===== src/rtl/serv_alu_seq.sv =====
// rtl/serv_alu_seq.sv - parallel operand driver and serial result collector for the bit-serial ALU
// Optional compare/init pass enabled by SERV_ALU_SEQ_CMP_EN.
module serv_alu_seq #(
    parameter int WIDTH = 32
) (
    input  logic             clk,
    input  logic             i_rst,
    input  logic             i_valid,
    output logic             o_ready,
    input  logic [WIDTH-1:0] i_rs1,
    input  logic [WIDTH-1:0] i_op_b,
    input  logic             i_two_phase,
    output logic             o_rs1,
    output logic             o_op_b,
    output logic             o_en,
    output logic             o_init,
    output logic             o_cnt_done,
    input  logic             i_rd,
    input  logic             i_cmp,
    output logic [WIDTH-1:0] o_rdata,
    output logic             o_cmp,
    output logic             o_done
);

    localparam int CW = $clog2(WIDTH);

    typedef enum logic [1:0] {
        IDLE = 2'd0,
        INIT = 2'd1,
        RUN  = 2'd2
    } state_t;

    state_t           r_state;
    state_t           w_next;
    logic [CW-1:0]    r_cnt;
    logic [WIDTH-1:0] r_rs1;
    logic [WIDTH-1:0] r_op_b;
    logic [WIDTH-1:0] r_rdata;
    logic             r_done;
    logic             w_accept;
    logic             w_active;
    logic             w_last;

    assign w_accept   = i_valid && (r_state == IDLE);
    assign w_active   = (r_state == INIT) || (r_state == RUN);
    assign w_last     = w_active && (r_cnt == CW'(WIDTH - 1));
    assign o_cnt_done = w_last;
    assign o_rs1      = r_rs1[0];
    assign o_op_b     = r_op_b[0];
    assign o_rdata    = r_rdata;
    assign o_done     = r_done;

    always_ff @(posedge clk) begin
        if (i_rst) begin
            r_state <= IDLE;
        end else begin
            r_state <= w_next;
        end
    end

    always_comb begin
        w_next  = r_state;
        o_ready = 1'b0;
        o_en    = 1'b0;
        o_init  = 1'b0;
        case (r_state)
            IDLE: begin
                o_ready = 1'b1;
                if (i_valid) begin
`ifdef SERV_ALU_SEQ_CMP_EN
                    w_next = i_two_phase ? INIT : RUN;
`else
                    w_next = RUN;
`endif
                end
            end
            INIT: begin
`ifdef SERV_ALU_SEQ_CMP_EN
                o_init = 1'b1;
                if (w_last) begin
                    w_next = RUN;
                end
`else
                w_next = IDLE;
`endif
            end
            RUN: begin
                o_en = 1'b1;
                if (w_last) begin
                    w_next = IDLE;
                end
            end
            default: w_next = IDLE;
        endcase
    end

    // Operands rotate rather than shift so a second pass sees them unchanged.
    always_ff @(posedge clk) begin
        if (i_rst) begin
            r_cnt   <= '0;
            r_rs1   <= '0;
            r_op_b  <= '0;
            r_rdata <= '0;
            r_done  <= 1'b0;
        end else begin
            r_done <= (r_state == RUN) && w_last;
            if (w_accept) begin
                r_rs1  <= i_rs1;
                r_op_b <= i_op_b;
                r_cnt  <= '0;
            end else if (w_active) begin
                r_rs1  <= {r_rs1[0], r_rs1[WIDTH-1:1]};
                r_op_b <= {r_op_b[0], r_op_b[WIDTH-1:1]};
                r_cnt  <= r_cnt + CW'(1);
            end
            if (r_state == RUN) begin
                r_rdata <= {i_rd, r_rdata[WIDTH-1:1]};
            end
        end
    end

`ifdef SERV_ALU_SEQ_CMP_EN
    logic r_cmp;

    always_ff @(posedge clk) begin
        if (i_rst) begin
            r_cmp <= 1'b0;
        end else if ((r_state == INIT) && w_last) begin
            r_cmp <= i_cmp;
        end
    end

    assign o_cmp = r_cmp;
`else
    logic w_unused;

    assign w_unused = i_two_phase ^ i_cmp;
    assign o_cmp    = 1'b0;
`endif

endmodule


===== config.mk =====
export PLATFORM = sky130hd
export DESIGN_NAME = serv_alu_seq
export DESIGN_NICKNAME = d
export VERILOG_FILES = /design/src/rtl/serv_alu_seq.sv
export SDC_FILE = /design/constraint.sdc
export NUM_CORES = 1
export LEC_CHECK = 0
export CAP_MARGIN = 30
export CORE_UTILIZATION = 51
export DETAILED_ROUTE_END_ITERATION = 10
export PLACE_DENSITY = 0.82
export SYNTH_ARGS = -nofsm -noshare
export SYNTH_HDL_FRONTEND = slang
export SYNTH_SLANG_ARGS = --single-unit

===== constraint.sdc =====
create_clock -name clk -period 1.6 [get_ports clk]
set_input_delay 0.24 -clock clk [delete_from_list [all_inputs] [get_ports clk]]
set_output_delay 0.24 -clock clk [all_outputs]
set_load 0.01 [all_outputs]

== Word-level counts from Yosys, hierarchy flattened ==
Index checks and enable logic that the tools add are counted.

* Muxes and demuxes: 9
* Equal/unequal tests: 5
* Add/subtract/negate cells: 1
* Reductions and logical operators: 8

{| class="wikitable"
|+ Operator list
! cell !! count
|-
| $mux W32 || 4
|-
| $add A5 B1 Y5 const B || 1
|-
| $eq A5 B5 Y1 const B || 1
|-
| $mux W2 || 2
|-
| $ne A2 B2 Y1 const B || 2
|-
| $pmux W2 S2 || 1
|-
| $logic_and A1 B1 Y1 || 3
|-
| $eq A2 B1 Y1 const B || 1
|-
| $eq A2 B2 Y1 const B || 1
|-
| $logic_not A2 Y1 || 1
|-
| $mux W1 || 2
|-
| $reduce_and A2 Y1 || 1
|-
| $reduce_bool A2 Y1 || 1
|-
| $reduce_or A2 Y1 || 1
|-
| $logic_or A1 B1 Y1 || 1
|}

* Output and inout bits: 40
* Register bits: 104
* Bits of input ports: 70

== Depth between registers and ports, before layout ==
Gate-level depths: netlist of the first run.

* Depth after elaboration: 5
* Gate-level depth with buffers: 6
* Gate-level depth less buffers: 5

== Worst setup path before layout of the first run ==
OpenSTA, ideal clock, no wires.

* Path type: register -> register
* Start: register r_cnt[0]
* End: register r_done (netlist: o_done)
* Data required time: 1,486 ps
* Library setup time: 114 ps
* Buffers on the path: 0
* Cell stages (with the launch flop): 6
* Period minus slack after synthesis: 1,294 ps
* Arrival: 1,180 ps
* Setup slack: 306 ps
* Path through: dfxtp_1 ha_1 and3_1 ha_1 and2_1 nor2b_1

* Longest elaborated chain between the ends: 3

{| class="wikitable"
|+ Ends and longest elaborated chain
! element !! line !! source
|-
| start: declaration || 35 || <nowiki>logic [CW-1:0] r_cnt;</nowiki>
|-
| start signal: assignment || 114 || <nowiki>r_cnt <= r_cnt + CW'(1);</nowiki>
|-
| $eq A5 B5 Y1 || 46 || <nowiki>assign w_last = w_active && (r_cnt == CW'(WIDTH - 1));</nowiki>
|-
| $logic_and A1 B1 Y1 || 46 ||
|-
| via o_cnt_done || 17 || <nowiki>output logic o_cnt_done,</nowiki>
|-
| $logic_and A1 B1 Y1 || 106 || <nowiki>r_done <= (r_state == RUN) && w_last;</nowiki>
|-
| end signal: assignment || 106 ||
|-
| end: declaration || 39 || <nowiki>logic r_done;</nowiki>
|}

The timed path passes the listed nets, and every way through them passes these cells.
A chain may end at the register's enable or synchronous reset.

== Final worst setup path of the first run ==
* Start: register r_cnt[1]
* End: output o_cnt_done

* Longest elaborated chain between the ends: 2

{| class="wikitable"
|+ Ends and longest elaborated chain
! element !! line
|-
| $eq A5 B5 Y1 || 46
|-
| $logic_and A1 B1 Y1 || 46
|-
| end: declaration || 17
|}

Every way passes these cells.

==> results of run 1 <==
-- synthesized netlist by cell type (2+ instances only) --
master | number | share of area [%]
buf_6 | 6 | 1.3
mux2i_1 | 32 | 6.2
nor3b_1 | 4 | 0.58
clkbuf_1 | 12 | 0.87
dfxtp_1 | 103 | 40
nand2_1 | 69 | 5.0
nand2_2 | 60 | 7.2
buf_4 | 8 | 1.2
buf_2 | 4 | 0.38
buf_8 | 2 | 0.58
a21oi_1 | 4 | 0.38
buf_12 | 6 | 2.3
a21oi_2 | 64 | 11
mux2_4 | 64 | 18
ha_1 | 3 | 0.72
nor2_1 | 37 | 2.7
-- how the worst min path moves through the flow --
stage	from	to	slack, ps	cells after the start
final	i_rst	r_rs1[27]	300	2
after global routing	i_rst	r_rs1[26]	300	2
after CTS	i_rst	r_op_b[6]	280	2
after detailed placement	r_rs1[16]	r_rs1[15]	460	2
after global placement	r_op_b[16]	r_op_b[15]	450	2
after floorplan	i_rd	o_rdata[31]	390	2
-- kinds of logic after synthesis --
logic type      count (synthesis)  share of synthesized area (%)
simple gates                  175                           16.0
flops                         103                           39.6
mux                            96                           24.6
compound gates                 71                           11.7
buf+inv                        42                           7.07
fa+ha+maj                       3                          0.721
other cells                     1                         0.0720
xor+xnor                        1                          0.168
-- area by class of cell --
type	count	area (sq um)
fill	812	3310
clock buffer	12	145
multi-input combinational	348	2810
inverter	2	8.76
tap	133	166
timing repair buffer	122	1250
sequential	103	2070
clock inverter	4	53.8
-- metal layers --
layer	vias up	GRT usage, %	part of all wire (%)
li1	1812	-	-
met1	1755	25.2	46
met2	65	34.4	50
met3	7	3.19	3.3
met4	0	6.07	0.93
met5	-	0	0
-- timing repair --
item / 4_1_cts / 5_1_grt
endpoints found under the setup margin: 1 / 3
hold buffers: 0 / 0
setup buffers: 2 / 2
resized for setup: 13 / 2
endpoints found under the hold margin: 0 / 0
pin swaps: 2 / 1
-- state kept, by name, indices dropped and copies added (netlist names) --
register,count
r_cnt,5
o_rdata,32
r_state,1
r_rs1,32
o_done,1
r_op_b,32
-- power by group through the flow --
| stage | clock network, mW | registers (mW) | logic (mW) |
|---|---|---|---|
| 2_1_floorplan | 0 | 2.78 | 0.746 |
| 3_3_place_gp | 0 | 2.79 | 0.957 |
| 3_5_place_dp | 0 | 2.79 | 0.975 |
| 4_1_cts | 1.68 | 2.74 | 0.985 |
| 5_1_grt | 1.78 | 2.75 | 1.05 |
| 6_report | 1.65 | 2.74 | 0.980 |
==> key figures, run 1 <==
Setup path
  – Worst path cell trace: ha_4, and3_4, ha_4, and2_4, buf_6
  – Critical path's slowest cell: dfxtp_2
  – Worst EP arrival: 1430 ps
  – Worst path buffer plus inverter count: 1
  – Cell family with most CP delay: flip-flops
  – Reg-to-reg slack, setup: 320 ps
  – Critical path class: flop to output port
  – Worst Path Required: 1360 ps
  – Crit path launch type: flop
  – Crit-path max cell delay: 350 ps
  – Crit. path cell count: 5
  – Reg2reg path depth: 3
  – Peak fanout along the critical path: 2
  – CP endpoint kind: output port
  – R2R Path Start: r_state[1]
  – Worst r2r dst: o_rdata[18]
  – Worst setup endpoint: o_cnt_done
  – Critical Path Source: r_cnt[1]
  – Top cell by count, worst path: ha_4

Place
  – Dpl hpwl: 6700 um
  – Pre-CTS WS: -205 ps
  – Placed Area: 6240 sq um
  – Placed Instances: 704
  – # port buffers: 105
  – Routability cong.: 0.741

Synthesis
  – Synthesized area: 5200 sq um
  – Mean Syn Cell Area: 10.6 sq um
  – Main synth FF type: dfxtp_1
  – Post-Syn Instances: 492
  – Yosys reg bits: 103
  – Sequential-to-total area share from yosys stat: 39.6%
  – Ys async rst share: 0%
  – Post-synth EDFFs: 0
  – Number of library cell types mapped by synthesis: 30
  – Yosys Warn Count: 0

STA
  – Post-layout min period: 1670 ps
  – Max Clock Freq: 0.598 GHz
  – Clock skew: 18.3 ps
  – Slew headroom: 65.9%
  – Hold Slack: 298 ps
  – Fin. Hold Viols: 0
  – Final setup fails: 1
  – Setup ws final: -72.0 ps
  – Max Slew Vio Count: 0
  – Worst slew pin tran: 512 ps
  – TNS Setup: -72.0 ps
  – Final Cycle Share: 104%
  – Unrepaired setup endpoints after global routing: true

Clock network
  – CTS sink cnt: 103
  – CTS tree: built
  – CTS buffer count: 9
  – CTS Buffer Depth: 2
  – Worst-path clk slew: 100 ps
  – H-Tree Depth: 3
  – Clock Latency Late Sink: 350 ps
  – Root Driver: clkbuf_8

Pwr
  – Overall power: 5.36 mW
  – Clk pwr share: 30.7%
  – Leak Pwr: 2.51 nW
  – Internal: 4.00 mW
  – Net Switching: 1.36 mW
  – Comb power frac: 18.3%
  – Switching power share of the total: 25.4%
  – Pwr/cell area: 824 nW/um^2
  – Seq pwr share: 51.0%
  – Max rail drop VDD: 0.000434 V

Cells and area
  – Share of layout cells above drive strength 1: 39.3%
  – Cell area after layout: 6510 sq um
  – Area Overhead vs Synth: 25.0%
  – NumNets Final: 659
  – Diode count: 0
  – Most frequent cells in the layout: clkdlybuf4s50_1 (101), dfxtp_1 (99), nand2_1 (69)
  – Finished Core Util: 66.3%
  – Final Non-Filler Cells: 724
  – Commonest non-fill, non-tap cell in the layout: clkdlybuf4s50_1

Drt
  – WL/cell: 14.4 um
  – DRC violations left: 0
  – DRT antenna net count: 0
  – Drt first pass iters: 4
  – WL final: 10,500 um
  – Via count: 3,639
  – Via density: 5.03
  – DRT iter0 DRCs: 73

Floorplanning
  – Ports: 110
  – Row count: 36
  – Die Y-Extent: 103 um
  – Die ar.: 10,600 sq um
  – Initial Util: 53.0%
  – CORE AREA: 9820 sq um
  – Die W: 103 um

Global routing
  – Largest net degree at the start of global routing: 66
  – Number of global-route vias before repair: 3,568
  – GRT overflow: 0
  – First-pass GRT wire length: 16,600 um
  – GR Util All Layers: 19.8%
  – Initial antenna violation count: 0

Outcome
  – Failing checks: setup timing
  – Status: finished with violations

Min path
  – Hold Crit Class: input port to flop

Job
  – Max cap viols: 0
No activity file was read; power rests on OpenSTA's default activity.
==> run 2, diff against run 1 <==
- CORE_UTILIZATION: 51 -> 55
- DONT_BUFFER_PORTS: not set -> 1
- PLACE_DENSITY: 0.82 -> 0.72
==> run 2 against run 1 <==
The run ends with hold timing, setup timing left. Count of clock-buffer cells in the layout fell by 3. Critical path depth fell by 1. Clock power fell by 7%.
==> key figures, run 2 (synthesis gave the netlist of run 1 again) <==
Clock network
  – CTS Buffer Depth: 2
  – Root Driver: clkbuf_8
  – H-Tree Depth: 3
  – CTS sink cnt: 103
  – Worst-path clk slew: 110 ps
  – Clock Latency Late Sink: 360 ps
  – CTS tree: built
  – CTS buffer count: 9

Pwr
  – Internal: 3.66 mW
  – Clk pwr share: 30.8%
  – Net Switching: 1.32 mW
  – Max rail drop VDD: 0.000410 V
  – Switching power share of the total: 26.4%
  – Seq pwr share: 55.1%
  – Pwr/cell area: 919 nW/um^2
  – Comb power frac: 14.1%
  – Leak Pwr: 2.10 nW

STA
  – Fin. Hold Viols: 33
  – Final setup fails: 1
  – Max Clock Freq: 0.622 GHz
  – Post-layout min period: 1610 ps
  – Max Slew Vio Count: 0
  – Final Cycle Share: 101%
  – Hold Slack: -63.7 ps
  – Setup ws final: -8.22 ps
  – Unrepaired setup endpoints after global routing: true
  – TNS Setup: -8.22 ps
  – Clock skew: 11.2 ps

Cells and area
  – Diode count: 0
  – Cell area after layout: 5420 sq um
  – Multi-input gate area: 2810 sq um
  – Share of layout cells above drive strength 1: 46.0%
  – Most frequent cells in the layout: dfxtp_1 (100), nand2_1 (69), mux2_4 (64), a21oi_2 (64), nand2_2 (60)
  – NumNets Final: 552
  – Area Overhead vs Synth: 4.13%
  – Number of fill cells in the layout: 816
  – Sequential cell area: 2070 sq um
  – Commonest non-fill, non-tap cell in the layout: dfxtp_1

Drt
  – DRT antenna net count: 0
  – Drt first pass iters: 4
  – Via count: 3,213
  – DRC violations left: 0
  – Via density: 5.41
  – WL final: 9770 um
  – DRT iter0 DRCs: 101
  – WL/cell: 16.4 um

Place
  – Routability cong.: 0.735
  – # port buffers: 0
  – Dpl hpwl: 5390 um
  – Placed Area: 5070 sq um

Global routing
  – GRT overflow: 0
  – Largest net degree at the start of global routing: 104
  – GR Util All Layers: 20.1%
  – Initial antenna violation count: 0
  – Number of global-route vias before repair: 3,181
  – First-pass GRT wire length: 15,900 um

Setup path
  – Cell family with most CP delay: buffers and inverters
  – Crit path launch type: flop
  – Worst path cell trace: clkbuf_16, mux2i_1, nor2_1, dlygate4sd3_1
  – CP endpoint kind: flop
  – Critical path's slowest cell: dlygate4sd3_1
  – Worst Path Required: 1850 ps
  – Critical path class: flop to flop
  – Worst path buffer plus inverter count: 2
  – Worst EP arrival: 1860 ps
  – Crit-path max cell delay: 570 ps
  – Peak fanout along the critical path: 27

Floorplanning
  – Row count: 35
  – Die W: 99.3 um
  – Die ar.: 9860 sq um
  – Die Y-Extent: 99.3 um
  – Initial Util: 56.6%
  – Ports: 110
  – CORE AREA: 9200 sq um

Job
  – Max cap viols: 0

Outcome
  – Failing checks: hold timing, setup timing
  – Status: finished with violations

Min path
  – Hold Crit Class: input port to flop
==> run 2: repair_timing <==
item                                    CTS  global route
gates resized for setup                   9             1
pin swaps                                 1             1
endpoints found under the hold margin   103           100
buffers inserted                          3             0
endpoints found under the setup margin    1             4
cloned                                    1             1
hold buffers                              3             2
==> run 2: through the flow <==
stage	power, mW	setup slack [ps]	utilization (%)	hold WS [ps]	instances
2_1_floorplan	3.52	306	-	387	493
3_3_place_gp	3.44	250	55.1	311	569
3_5_place_dp	3.46	238	55.1	312	569
4_1_cts	5.03	-15.9	58.4	-89.1	591
5_1_grt	5.21	-48.9	58.9	-101	594
6_report	4.98	-8.22	58.9	-63.7	594
==> run 2: layout make-up <==
cell class | instances | share of cell area, %
clock buffer | 9 | 2.29
clock inverter | 6 | 1.02
inverter | 2 | 0.185
multi-input combinational | 348 | 51.9
sequential | 103 | 38.2
tap | 111 | 2.56
timing repair buffer | 15 | 3.92
==> run 2: worst register-to-register path, stage by stage, from the launching register on <==
cell           delay [ps]
dfxtp_4               420
clkbuf_16             250
mux2i_1               220
nor2_1                 60
dlygate4sd3_1         570
==> run 2: metal layers <==
layer  share of wire, %  global-route usage (%)  vias to the layer above
li1                   -                       -                     1600
met1                 47                    26.5                     1531
met2                 47                    32.4                       67
met3                3.9                    4.08                       15
met4                1.9                    8.03                        0
met5                  0                       0                        -
==> run 2: path summary, 6_finish.rpt <==
check	start	to	slack (ps)	cells after the start
hold reg to reg	r_op_b[12]	r_op_b[11]	460	2
hold / removal	i_rst	r_rs1[26]	-60	1
setup reg to reg	r_state[1]	o_rdata[26]	-8	4
setup / recovery	r_state[1]	o_rdata[26]	-8	4
==> run 2: power by group through the flow <==
stage	clock, mW	sequential, mW	combinational (mW)
finish	1.53	2.74	0.702
CTS	1.59	2.74	0.696
global placement	0	2.79	0.647
global route	1.68	2.76	0.765
detailed placement	0	2.80	0.660
floorplan	0	2.78	0.746
==> run 3, diff against run 2 <==
- CORE_ASPECT_RATIO: not set -> 1.2
==> run 3 against run 2 <==
The flow finishes with violations (hold timing). Combinational power fell by 6.8%. Total power fell by 2.1%. Non-clock buffer count fell by 6. Design area fell by 2.1%. Worst setup slack improved by 11 ps. Via count fell by 1.0%. First-iteration DRC count rose by 30%. Clock skew fell by 3.4 ps. Critical endpoint is now o_cnt_done.
==> key figures, run 3 (synthesis gave the netlist of run 1 again) <==
Cells and area
  – Share of layout cells above drive strength 1: 46.2%
  – Diode count: 0
  – NumNets Final: 546
  – Number of fill cells in the layout: 786
  – Commonest non-fill, non-tap cell in the layout: dfxtp_1
  – Area Overhead vs Synth: 1.95%
  – Cell area after layout: 5310 sq um
  – Multi-input gate area: 2810 sq um
  – Sequential cell area: 2070 sq um
  – Most frequent cells in the layout: dfxtp_1 (100), nand2_1 (69), mux2_4 (64), a21oi_2 (64), nand2_2 (60)

Clock network
  – Worst-path clk slew: 90 ps
  – H-Tree Depth: 3
  – CTS tree: built
  – CTS Hold Bufs: 1
  – Root Driver: clkbuf_8
  – CTS sink cnt: 103
  – CTS buffer count: 9
  – Clock Latency Late Sink: 360 ps
  – CTS Buffer Depth: 2

Global routing
  – Initial antenna violation count: 0
  – Number of global-route vias before repair: 3,310
  – GR Util All Layers: 19.4%
  – Largest net degree at the start of global routing: 104
  – GRT overflow: 0
  – First-pass GRT wire length: 15,400 um

Floorplanning
  – Row count: 38
  – CORE AREA: 9130 sq um
  – Die W: 90.8 um
  – Ports: 110
  – Initial Util: 57.0%
  – Die ar.: 9860 sq um
  – Die Y-Extent: 109 um

Setup path
  – Critical Path Source: r_cnt[0]
  – Reg-to-reg slack, setup: 310 ps
  – R2R Path Start: r_cnt[0]
  – Worst r2r dst: r_state[1]
  – CP endpoint kind: output port
  – Reg2reg path depth: 5
  – Worst EP arrival: 1360 ps
  – Worst setup endpoint: o_cnt_done
  – Worst Path Required: 1360 ps
  – Peak fanout along the critical path: 2
  – Crit path launch type: flop
  – Critical path class: flop to output port

Outcome
  – Status: finished with violations
  – Failing checks: hold timing

Drt
  – Drt first pass iters: 4
  – WL final: 9230 um
  – DRT iter0 DRCs: 131
  – Via count: 3,181
  – WL/cell: 15.4 um
  – DRC violations left: 0
  – Via density: 5.32
  – DRT antenna net count: 0

Place
  – Placed Area: 5070 sq um
  – Routability cong.: 0.712
  – # port buffers: 0
  – Dpl hpwl: 5620 um

Min path
  – Hold Crit Class: input port to flop

Pwr
  – Overall power: 4.88 mW
  – Seq pwr share: 56.3%
  – Leak Pwr: 2.04 nW
  – Comb power frac: 13.4%
  – Switching power share of the total: 24.3%
  – Internal: 3.69 mW
  – Max rail drop VDD: 0.000696 V
  – Clk pwr share: 30.3%
  – Net Switching: 1.19 mW
  – Pwr/cell area: 919 nW/um^2

STA
  – Max Slew Vio Count: 0
  – Fin. Hold Viols: 82
  – Final setup fails: 0
  – Clock skew: 7.79 ps
  – Post-layout min period: 1600 ps
  – Unrepaired setup endpoints after global routing: true
  – Max Clock Freq: 0.626 GHz
  – Hold Slack: -56.8 ps
  – Final Cycle Share: 99.8%

Job
  – Max cap viols: 0
run 3: changes by cell type in the layout (fill, tap and decap cells not counted), moves of 2 or more:
| cell | change |
|---|---|
| clkinv_4 | -2 |
| clkinvlp_4 | -2 |
| clkbuf_8 | +2 |
| clkinv_2 | +5 |
| dlygate4sd3_1 | -5 |
| inv_8 | -2 |
| buf_4 | +2 |
run 3: final cells by class:
class | instances | share of cell area (%)
Inverter | 2 | 0.165
Multi-Input combinational cell | 348 | 53.0
Sequential cell | 103 | 39.0
Timing Repair Buffer | 9 | 1.74
Clock buffer | 12 | 2.92
Clock inverter | 4 | 0.377
Tap cell | 120 | 2.83
run 3: how the worst min path moves through the flow:
stage / start / endpoint / slack, ps / depth (start not counted)
finish: i_rst / r_rs1[24] / -60 / 1
global route: i_rst / r_rs1[19] / -90 / 1
CTS: i_rst / r_op_b[3] / -90 / 1
global placement: i_rst / r_rs1[24] / 310 / 1
detailed placement: i_rst / r_op_b[4] / 310 / 1
floorplan: i_rd / o_rdata[31] / 390 / 2
run 3: per-layer routing:
| metal | track usage (%) | vias to the layer above | share of wire (%) | routed length (um) |
|---|---|---|---|---|
| li1 | - | 1580 | - | - |
| met1 | 22.4 | 1512 | 44 | 4020 |
| met2 | 33.7 | 81 | 48 | 4470 |
| met3 | 6.75 | 8 | 6.9 | 633 |
| met4 | 6.24 | 0 | 1.2 | 110 |
| met5 | 0 | - | 0 | 0 |
run 3: timing repair:
action,CTS,global route
buffers inserted,4,0
endpoints found under the setup margin,1,2
pin swaps,1,3
resized for setup,8,0
endpoints found under the hold margin,103,103
run 3: power groups by stage:
stage | sequential, mW | clock, mW | combinational (mW)
after detailed placement | 2.80 | 0 | 0.651
after global placement | 2.80 | 0 | 0.637
after floorplan | 2.78 | 0 | 0.746
final | 2.74 | 1.48 | 0.654
after CTS | 2.74 | 1.55 | 0.661
after global routing | 2.76 | 1.66 | 0.712
run 3: metrics by stage:
step	instances	setup TNS (ps)	setup WS [ps]	util (%)
floorplan	493	0	306	-
global placement	578	0	259	55.5
detailed placement	578	0	215	55.5
CTS	599	-7.64	-7.64	58.2
global route	598	-53.2	-53.2	58.1
finish	598	0	3.18	58.1
run 3: critical path, stage by stage (launching register included):
cell and delay, ps:
dfxtp_2 350, ha_4 150, and3_4 190, ha_4 150, and2_4 170
